===== config.mk =====
export PLATFORM = sky130hd
export DESIGN_NAME = ysyx_24110015_lsu
export DESIGN_NICKNAME = d
export VERILOG_FILES = /design/src/rtl/ysyx_24110015_lsu_pkg.sv /design/src/rtl/ysyx_24110015_ld_align.sv /design/src/rtl/ysyx_24110015_lsu.sv
export SDC_FILE = /design/constraint.sdc
export NUM_CORES = 1
export LEC_CHECK = 0
export CORE_ASPECT_RATIO = 0.5
export CORE_UTILIZATION = 30
export CTS_CLUSTER_DIAMETER = 120
export DETAILED_ROUTE_END_ITERATION = 6
export GPL_ROUTABILITY_DRIVEN = 0
export PLACE_DENSITY = 0.66
export SLEW_MARGIN = 40
export SYNTH_ARGS = -nofsm -noshare
export SYNTH_HDL_FRONTEND = slang
export SYNTH_SLANG_ARGS = --single-unit

===== constraint.sdc =====
create_clock -name clk -period 3.55 [get_ports clk]
set_input_delay 0.355 -clock clk [delete_from_list [all_inputs] [get_ports clk]]
set_output_delay 0.355 -clock clk [all_outputs]
set_load 0.05 [all_outputs]

===== src/rtl/ysyx_24110015_lsu_pkg.sv =====
// Shared definitions for the load/store unit: data width,
// FSM state encoding and the func3 access-size encodings.
package ysyx_24110015_lsu_pkg;

    localparam int LSU_XLEN = 32;

    typedef enum logic [1:0] {
        S_IDLE,
        S_REQ,
        S_WAIT,
        S_DONE
    } lsu_state_e;

    localparam logic [2:0] F3_B  = 3'b000;
    localparam logic [2:0] F3_H  = 3'b001;
    localparam logic [2:0] F3_W  = 3'b010;
    localparam logic [2:0] F3_BU = 3'b100;
    localparam logic [2:0] F3_HU = 3'b101;

endpackage


===== src/rtl/ysyx_24110015_ld_align.sv =====
// Load data alignment: shifts the bus word down to the addressed
// byte lane, then sign/zero-extends by access size.
// Ports: i_rdata (bus word), i_addr (byte offset), i_func3, o_data.
module ysyx_24110015_ld_align
    import ysyx_24110015_lsu_pkg::*;
(
    input  logic [31:0] i_rdata,
    input  logic [1:0]  i_addr,
    input  logic [2:0]  i_func3,
    output logic [31:0] o_data
);

    logic [31:0] w_sh;

    assign w_sh = i_rdata >> {i_addr, 3'b000};

    always_comb begin
        o_data = w_sh;
        case (i_func3)
            F3_B:    o_data = {{24{w_sh[7]}}, w_sh[7:0]};
            F3_H:    o_data = {{16{w_sh[15]}}, w_sh[15:0]};
            F3_BU:   o_data = {24'd0, w_sh[7:0]};
            F3_HU:   o_data = {16'd0, w_sh[15:0]};
            default: o_data = w_sh;
        endcase
    end

endmodule


===== src/rtl/ysyx_24110015_lsu.sv =====
// Load/store unit between execute and writeback. Accepts one op,
// runs at most one bus transaction, and presents the writeback result.
// Ports: in_* (execute handshake + op fields), bus_req_* / bus_rsp_*
// (memory bus), out_* / wb_* / RegWrite_o / misalign (to writeback).
module ysyx_24110015_lsu
    import ysyx_24110015_lsu_pkg::*;
#(
    parameter int XLEN = LSU_XLEN
) (
    input  logic            clk,
    input  logic            rst,
    input  logic            in_valid,
    output logic            in_ready,
    input  logic [XLEN-1:0] alu_out,
    input  logic [XLEN-1:0] mem_wdata,
    input  logic [2:0]      func3,
    input  logic            MemRead,
    input  logic            MemWrite,
    input  logic            RegWrite_i,
    input  logic [4:0]      wb_addr_i,
    output logic            bus_req_valid,
    input  logic            bus_req_ready,
    output logic [XLEN-1:0] bus_req_addr,
    output logic            bus_req_wen,
    output logic [XLEN-1:0] bus_req_wdata,
    output logic [3:0]      bus_req_wstrb,
    input  logic            bus_rsp_valid,
    input  logic [XLEN-1:0] bus_rsp_rdata,
    output logic            out_valid,
    input  logic            out_ready,
    output logic [XLEN-1:0] wb_data,
    output logic            RegWrite_o,
    output logic [4:0]      wb_addr_o,
    output logic            misalign
);

    lsu_state_e      r_state;
    lsu_state_e      w_next;
    logic [XLEN-1:0] r_addr;
    logic [XLEN-1:0] r_wdata;
    logic [XLEN-1:0] r_rdata;
    logic [2:0]      r_func3;
    logic            r_mr;
    logic            r_mw;
    logic            r_rw;
    logic [4:0]      r_wbaddr;
    logic            r_mis;

    logic            w_accept;
    logic            w_mem;
    logic            w_half;
    logic            w_mis;
    logic [XLEN-1:0] w_ld;
    logic [3:0]      w_strb;

    assign w_accept = (r_state == S_IDLE) && in_valid;
    assign w_mem    = MemRead | MemWrite;
    assign w_half   = (func3 == F3_H) || (func3 == F3_HU);
    // Only real memory ops can fault; ALU results ignore alignment.
    assign w_mis    = w_mem &
                      ((w_half & alu_out[0]) |
                       ((func3 == F3_W) & (alu_out[1:0] != 2'b00)));

    always_ff @(posedge clk) begin
        if (rst) begin
            r_state <= S_IDLE;
        end else begin
            r_state <= w_next;
        end
    end

    always_ff @(posedge clk) begin
        if (rst) begin
            r_addr   <= '0;
            r_wdata  <= '0;
            r_rdata  <= '0;
            r_func3  <= '0;
            r_mr     <= 1'b0;
            r_mw     <= 1'b0;
            r_rw     <= 1'b0;
            r_wbaddr <= '0;
            r_mis    <= 1'b0;
        end else if (w_accept) begin
            r_addr   <= alu_out;
            r_wdata  <= mem_wdata;
            r_rdata  <= '0;
            r_func3  <= func3;
            r_mr     <= MemRead;
            r_mw     <= MemWrite;
            r_rw     <= RegWrite_i;
            r_wbaddr <= wb_addr_i;
            r_mis    <= w_mis;
        end else if (r_state == S_WAIT && bus_rsp_valid) begin
            r_rdata  <= bus_rsp_rdata;
        end
    end

    always_comb begin
        w_next        = r_state;
        in_ready      = 1'b0;
        bus_req_valid = 1'b0;
        out_valid     = 1'b0;
        case (r_state)
            S_IDLE: begin
                in_ready = 1'b1;
                if (in_valid) begin
                    w_next = (w_mem && !w_mis) ? S_REQ : S_DONE;
                end
            end
            S_REQ: begin
                bus_req_valid = 1'b1;
                if (bus_req_ready) w_next = S_WAIT;
            end
            S_WAIT: begin
                if (bus_rsp_valid) w_next = S_DONE;
            end
            S_DONE: begin
                out_valid = 1'b1;
                if (out_ready) w_next = S_IDLE;
            end
            default: w_next = S_IDLE;
        endcase
    end

    always_comb begin
        w_strb = 4'b0000;
        if (r_mw) begin
            case (r_func3)
                F3_B:    w_strb = 4'b0001 << r_addr[1:0];
                F3_H:    w_strb = 4'b0011 << r_addr[1:0];
                F3_W:    w_strb = 4'b1111;
                default: w_strb = 4'b0000;
            endcase
        end
    end

    ysyx_24110015_ld_align u_ld_align (
        .i_rdata (r_rdata),
        .i_addr  (r_addr[1:0]),
        .i_func3 (r_func3),
        .o_data  (w_ld)
    );

    assign bus_req_addr  = {r_addr[XLEN-1:2], 2'b00};
    assign bus_req_wen   = r_mw;
    assign bus_req_wdata = r_wdata << {r_addr[1:0], 3'b000};
    assign bus_req_wstrb = w_strb;

    assign wb_data    = r_mr ? w_ld : (r_mw ? '0 : r_addr);
    assign RegWrite_o = r_rw & ~r_mis;
    assign wb_addr_o  = r_wbaddr;
    assign misalign   = r_mis;

endmodule

# --- Yosys cells after proc, flatten, opt, wreduce, memory -nomap -nowiden ---
# Index checks and enable logic that the tools add are counted.
op_classes:
  reduce_logical: 10
  shifts: 4
  mux: 14
  n_eq_ne: 14
  bitwise: 7
ops:
  columns: ["cell", "count"]
  rows:
  - ["one-hot mux 32 bit (4 select lines)", 1]
  - ["two-way mux 32 bit", 2]
  - ["left shift 32 x 5 -> 32 bit", 1]
  - ["right shift 32 x 5 -> 32 bit", 1]
  - ["one-hot mux 4 bit (3 select lines)", 1]
  - ["two-way mux 2 bit", 5]
  - ["== test 3 bit (second input constant)", 3]
  - ["!= test 2 bit (second input constant)", 4]
  - ["one-hot mux 2 bit (4 select lines)", 1]
  - ["== test 3 x 1 -> 1 bit (second input constant)", 2]
  - ["== test 3 x 2 -> 1 bit (second input constant)", 2]
  - ["AND 1 bit", 4]
  - ["== test 2 bit (second input constant)", 2]
  - ["two-way mux 4 bit", 1]
  - ["AND reduction 4 bit", 1]
  - ["left shift 1 x 2 -> 4 bit (first input constant)", 1]
  - ["left shift 2 x 2 -> 4 bit (first input constant)", 1]
  - ["logical AND 1 bit", 3]
  - ["logical NOT 3 bit", 1]
  - ["two-way mux 1 bit", 3]
  - ["== test 2 x 1 -> 1 bit (second input constant)", 1]
  - ["logical NOT 2 bit", 1]
  - ["bitwise OR 1 bit", 2]
  - ["nonzero test 2 bit", 1]
  - ["other kinds (4)", 4]
totals:
  register_bits: 110

# --- Logic depth before layout (Yosys ltp) ---
depth:
  depth_word: 10
  depth_mapped: 8

# --- Modules after synthesis ---
# A second synthesis with hierarchy kept.
hier_totals:
  hier_cells: 655
  area_unflattened_um2: 5604.1
modules_own_cells:
  columns: ["mod", "cells_each", "instances", "area_per_inst_um2"]
  rows:
  - ["ysyx_24110015_lsu", 548, 1, 4909.7]
  - ["ysyx_24110015_ld_align", 107, 1, 694.4]

# --- Worst setup path before layout ---
# Ideal clock, no wire load.
synth_timing:
  kind: "flip-flop to output port"
  start: "register r_addr[0]"
  end: "output wb_data[0]"
  t_required_ns: 3.195
  path_slack_ns: 0.873
  stages_incl_launch_ff: 7
  arrival_time_ns: 2.322
  path_cell_list: "dfxtp_1 > buf_4 > buf_2 > clkbuf_1 > clkbuf_1 > nand2_1 > o21ai_0"
synth_via:
  elab_chain_cells: 3
  elab_cells_between_ends: 4
  classes_between: "shift: 1; mux: 3"
synth_rtl:
  columns: ["item", "line", "text"]
  rows:
  - ["start: declaration", "ysyx_24110015_lsu.sv:39", "logic [XLEN-1:0] r_addr;"]
  - ["start signal: assignment", "ysyx_24110015_lsu.sv:84", "r_addr <= alu_out;"]
  - ["right shift 32 x 5 -> 32 bit", "ysyx_24110015_ld_align.sv:15", "assign w_sh = i_rdata >> {i_addr, 3'b000};"]
  - ["one-hot mux 32 bit (4 select lines)", "ysyx_24110015_ld_align.sv:19", "case (i_func3)"]
  - ["two-way mux 32 bit (*)", "ysyx_24110015_lsu.sv:149", "assign wb_data = r_mr ? w_ld : (r_mw ? '0 : r_addr);"]
  - ["end: declaration", "ysyx_24110015_lsu.sv:31", "output logic [XLEN-1:0] wb_data,"]
# Every way passes the cells marked *; elsewhere a longest branch is shown, timed or not.

# --- Worst setup path after layout ---
layout_timing:
  start: "register r_addr[1]"
  end: "output wb_data[16]"
layout_via:
  elab_chain_cells: 3
layout_rtl:
  columns: ["item", "line"]
  rows:
  - ["right shift 32 x 5 -> 32 bit", "ysyx_24110015_ld_align.sv:15"]
  - ["one-hot mux 32 bit (4 select lines)", "ysyx_24110015_ld_align.sv:19"]
  - ["two-way mux 32 bit", "ysyx_24110015_lsu.sv:149"]
# No other way between the ends.

==> summary.txt <==
Run status
  • Outcome: finished clean

GRT
  • First-pass GRT wire length: 28600 um
  • Initial antenna violation count: 0
  • Largest net degree at the start of global routing: 41
  • Grt ovf: 0
  • Via count of the first global-routing pass: 5019
  • GRT Resource Usage Total: 0.196

Routing
  • # DRC: 0
  • Antenna-violating nets left: 0
  • Post-Route WL: 18500 um
  • Vias per cell: 5.06
  • WL/cell: 18.2 um
  • TritonRoute pass-1 iters: 5
  • DR iter-0 viols: 270
  • Vias: 5135

CTS
  • CTS buffer count: 9
  • Htree depth: 3
  • Root Driver: clkbuf_16
  • Post-CTS setup repair buffer count: 0
  • # hold bufs at CTS: 0
  • Clock-pin slew on the worst setup and hold paths: around 0.080 ns
  • Max Buffers Root-to-Sink: 2
  • Resize count post-CTS: 0
  • Worst-Skew Late Latency: around 0.35 ns
  • TritonCTS clock tree: done
  • CTS sink cnt: 110

Floorplanning
  • DIE WIDTH: 192 um
  • Die area: ~0.019 mm2
  • # rows: 34
  • Die height: slightly below 100 um
  • IO Count: 224
  • Initial core utilization: 0.309
  • CORE AREA: ~0.018 mm2

Timing
  • Final setup vio count: 0
  • Fin crit period: 3.30 ns
  • Fmax: around 300 MHz
  • Setup tns final: 0 ns
  • RSZ-0062 raised after global routing: no
  • Final hold violation count: 0
  • Final Slew Violations: 0
  • Final setup margin: 0.246 ns
  • Clock skew: 0.0121 ns
  • Worst slew pin tran: 0.685 ns
  • Crit share post-route: 0.931
  • Rel. slew slack: 0.544

Pwr
  • Int Pwr: about 0.0030 W
  • Pwr Total: 0.00530 W
  • Clock share of power: 0.211
  • Pwr dens: 670 mW/mm2
  • Max VDD drop: about 0.34 mV
  • Switching Share: 0.441
  • Leak: 2.85 nW
  • Net Sw Power: 0.00233 W
  • Sequential share of power: 0.304
  • Comb power frac: 0.484

Worst setup path
  • CP top delay family: compound AO/OA/AOI/OAI gates
  • CP max stage cell: clkdlybuf4s50_1
  • Launch point of the worst reg-to-reg path: r_state[0]$_SDFFE_PP0P_
  • WP data arrival: 2.95 ns
  • Critical Path End Type: primary output
  • R2r setup slk: 1.52 ns
  • Critical path required time: 3.19 ns
  • WS Path Type: register to primary output
  • Bufs and invs on worst path: 1
  • RR Endpoint: r_addr[23]$_SDFFE_PP0P_
  • Startpoint Class: register
  • FF-to-FF path depth: 6
  • Critical Path Fanout Max: 23
  • CP Cell Sequence: mux4_2 -> o211ai_2 -> a21oi_2 -> a221o_1 -> clkdlybuf4s50_1
  • Slowest stage delay, CP: 0.81 ns

Synth
  • Syn avg cell area: around 9 um2
  • Synth unique cells: 41
  • Post-synth EDFFs: 0
  • Yosys warns: 0
  • Syn Inst Count: 617
  • Most used flip-flop cell after synthesis: dfxtp_1
  • Seq cells post-synth: 110
  • Synth area leaders: dfxtp_1 41%, a22o_1 12%, nand2_1 6.5%, a21oi_1 6.5%, mux2i_1 5.9%
  • Asr flop ratio synth: 0
  • Dominant cell type by area after synthesis: dfxtp_1
  • Post-synth top area share: 0.407
  • Mapped cell area: 0.00542 mm2
  • Post-synthesis sequential area ratio: 0.407

Finish
  • Area of the multi-input gates: 0.00274 mm2
  • Fin cells: 1015
  • Area Growth Syn to Fin: 45.9%
  • Design area: ~0.0079 mm2
  • Fillers: 1730
  • Layout Nets: 894
  • Sequential Area: about 0.0022 mm2
  • Layout cells sized above 1: 0.0691
  • Diodes inserted: 0

Worst hold path
  • Worst Hold Path EP: r_rdata[0]$_SDFFE_PP0P_
  • Hold Startpoint: r_rdata[0]$_SDFFE_PP0P_
  • Hold-critical path depth: 2
  • Min-Delay Path Class: register to register

Placement
  • Placed Area: 0.00757 mm2
  • Hpwl dp: 13600 um
  • # port buffers: 221
  • Post-placement cell count: 999
  • Placement Setup Slack: about 0.67 ns

Run
  • Max-cap violations: 0
## cell usage after synthesis (7+ instances only)
library cell,number
nor2b_1,12
and2_1,9
a221o_1,16
a211oi_1,11
a22o_1,73
nand2_1,94
nor2_1,17
dfxtp_1,110
nand3b_1,8
buf_4,33
buf_1,10
buf_2,7
clkbuf_1,34
o21ai_0,29
a21oi_1,70
mux2i_1,32
mux2_2,8
## layer usage
metal  track usage  vias to the layer above  part of all wire
met2         0.316                      155              0.48
met3        0.0490                       18             0.057
met5             0                        -                 0
met1         0.261                     2462              0.46
li1              -                     2500                 -
met4        0.0442                        0             0.012
## worst max-delay path by stage
stage,end,start,cells past startpoint
2_1_floorplan,wb_data[0],r_addr[0]$_SDFFE_PP0P_,6
3_3_place_gp,wb_data[22],r_addr[1]$_SDFFE_PP0P_,5
3_5_place_dp,wb_data[16],r_addr[1]$_SDFFE_PP0P_,5
4_1_cts,wb_data[25],r_addr[1]$_SDFFE_PP0P_,5
5_1_grt,wb_data[16],r_addr[1]$_SDFFE_PP0P_,5
6_report,wb_data[16],r_addr[1]$_SDFFE_PP0P_,5
## registers in the layout (all words and copies together) (netlist names)
signal       cells
bus_req_wen      1
misalign         1
r_addr          32
r_func3          3
r_mr             1
r_rdata         32
r_rw             1
r_state          2
r_wdata         32
wb_addr_o        5
## tightest hold or removal path: cells and delay by family, from the launching register on
family	cells	cell delay [ns]
simple gates	1	0.05
compound gates	1	0.05
flops	1	0.32
## cell type report
type,count,share of cell area
clock inverters,7,0.0130
clock buffers,9,0.0285
well taps,234,0.0371
multi-input cells,416,0.347
inverters,5,0.00238
flip-flops and latches,110,0.279
repair buffers,234,0.293
## kinds of logic (layout without fill, tap and decap cells)
logic type,after synthesis,in the layout,synth area share
AOI/OAI and AO/OA,214,214,0.277
adders and majority gates,5,5,0.0116
muxes,42,42,0.0841
and+or+nand+nor,153,153,0.128
other,1,2,0.000692
buffers and inverters,92,255,0.0913
DFF,110,110,0.407
## metrics by stage
stage                     utilization  hold WS [ns]
final                           0.451         0.469
after global routing            0.451         0.488
after CTS                       0.451         0.469
after detailed placement        0.432         0.457
after global placement          0.432         0.448
after floorplan                     -         0.424
## power by group through the flow
stage / combinational, W / clock, W / sequential (W)
4_1_cts: 0.00257 / 0.00114 / 0.00161
5_1_grt: 0.00270 / 0.00120 / 0.00164
2_1_floorplan: 0.00180 / 0 / 0.00159
3_5_place_dp: 0.00256 / 0 / 0.00163
6_report: 0.00257 / 0.00112 / 0.00161
3_3_place_gp: 0.00255 / 0 / 0.00163
## cells in the final DEF, fill, tap and decap left out, drive strengths merged, types with 2 or more instances in the layout
cell           instances
a211oi                11
a21oi                 71
a221o                 16
a22o                  73
and2                   9
and3                   2
buf                   17
bufinv                 2
clkbuf                 9
clkdlybuf4s50        217
clkinv                 2
conb                   2
dfxtp                110
ha                     5
inv                    8
mux2                   8
mux2i                 32
mux4                   2
nand2                 94
nand2b                 6
nand3b                 8
nor2                  17
nor2b                 12
nor3b                  2
o211ai                 7
o21ai                 29
No activity file was read; power rests on OpenSTA's default activity.
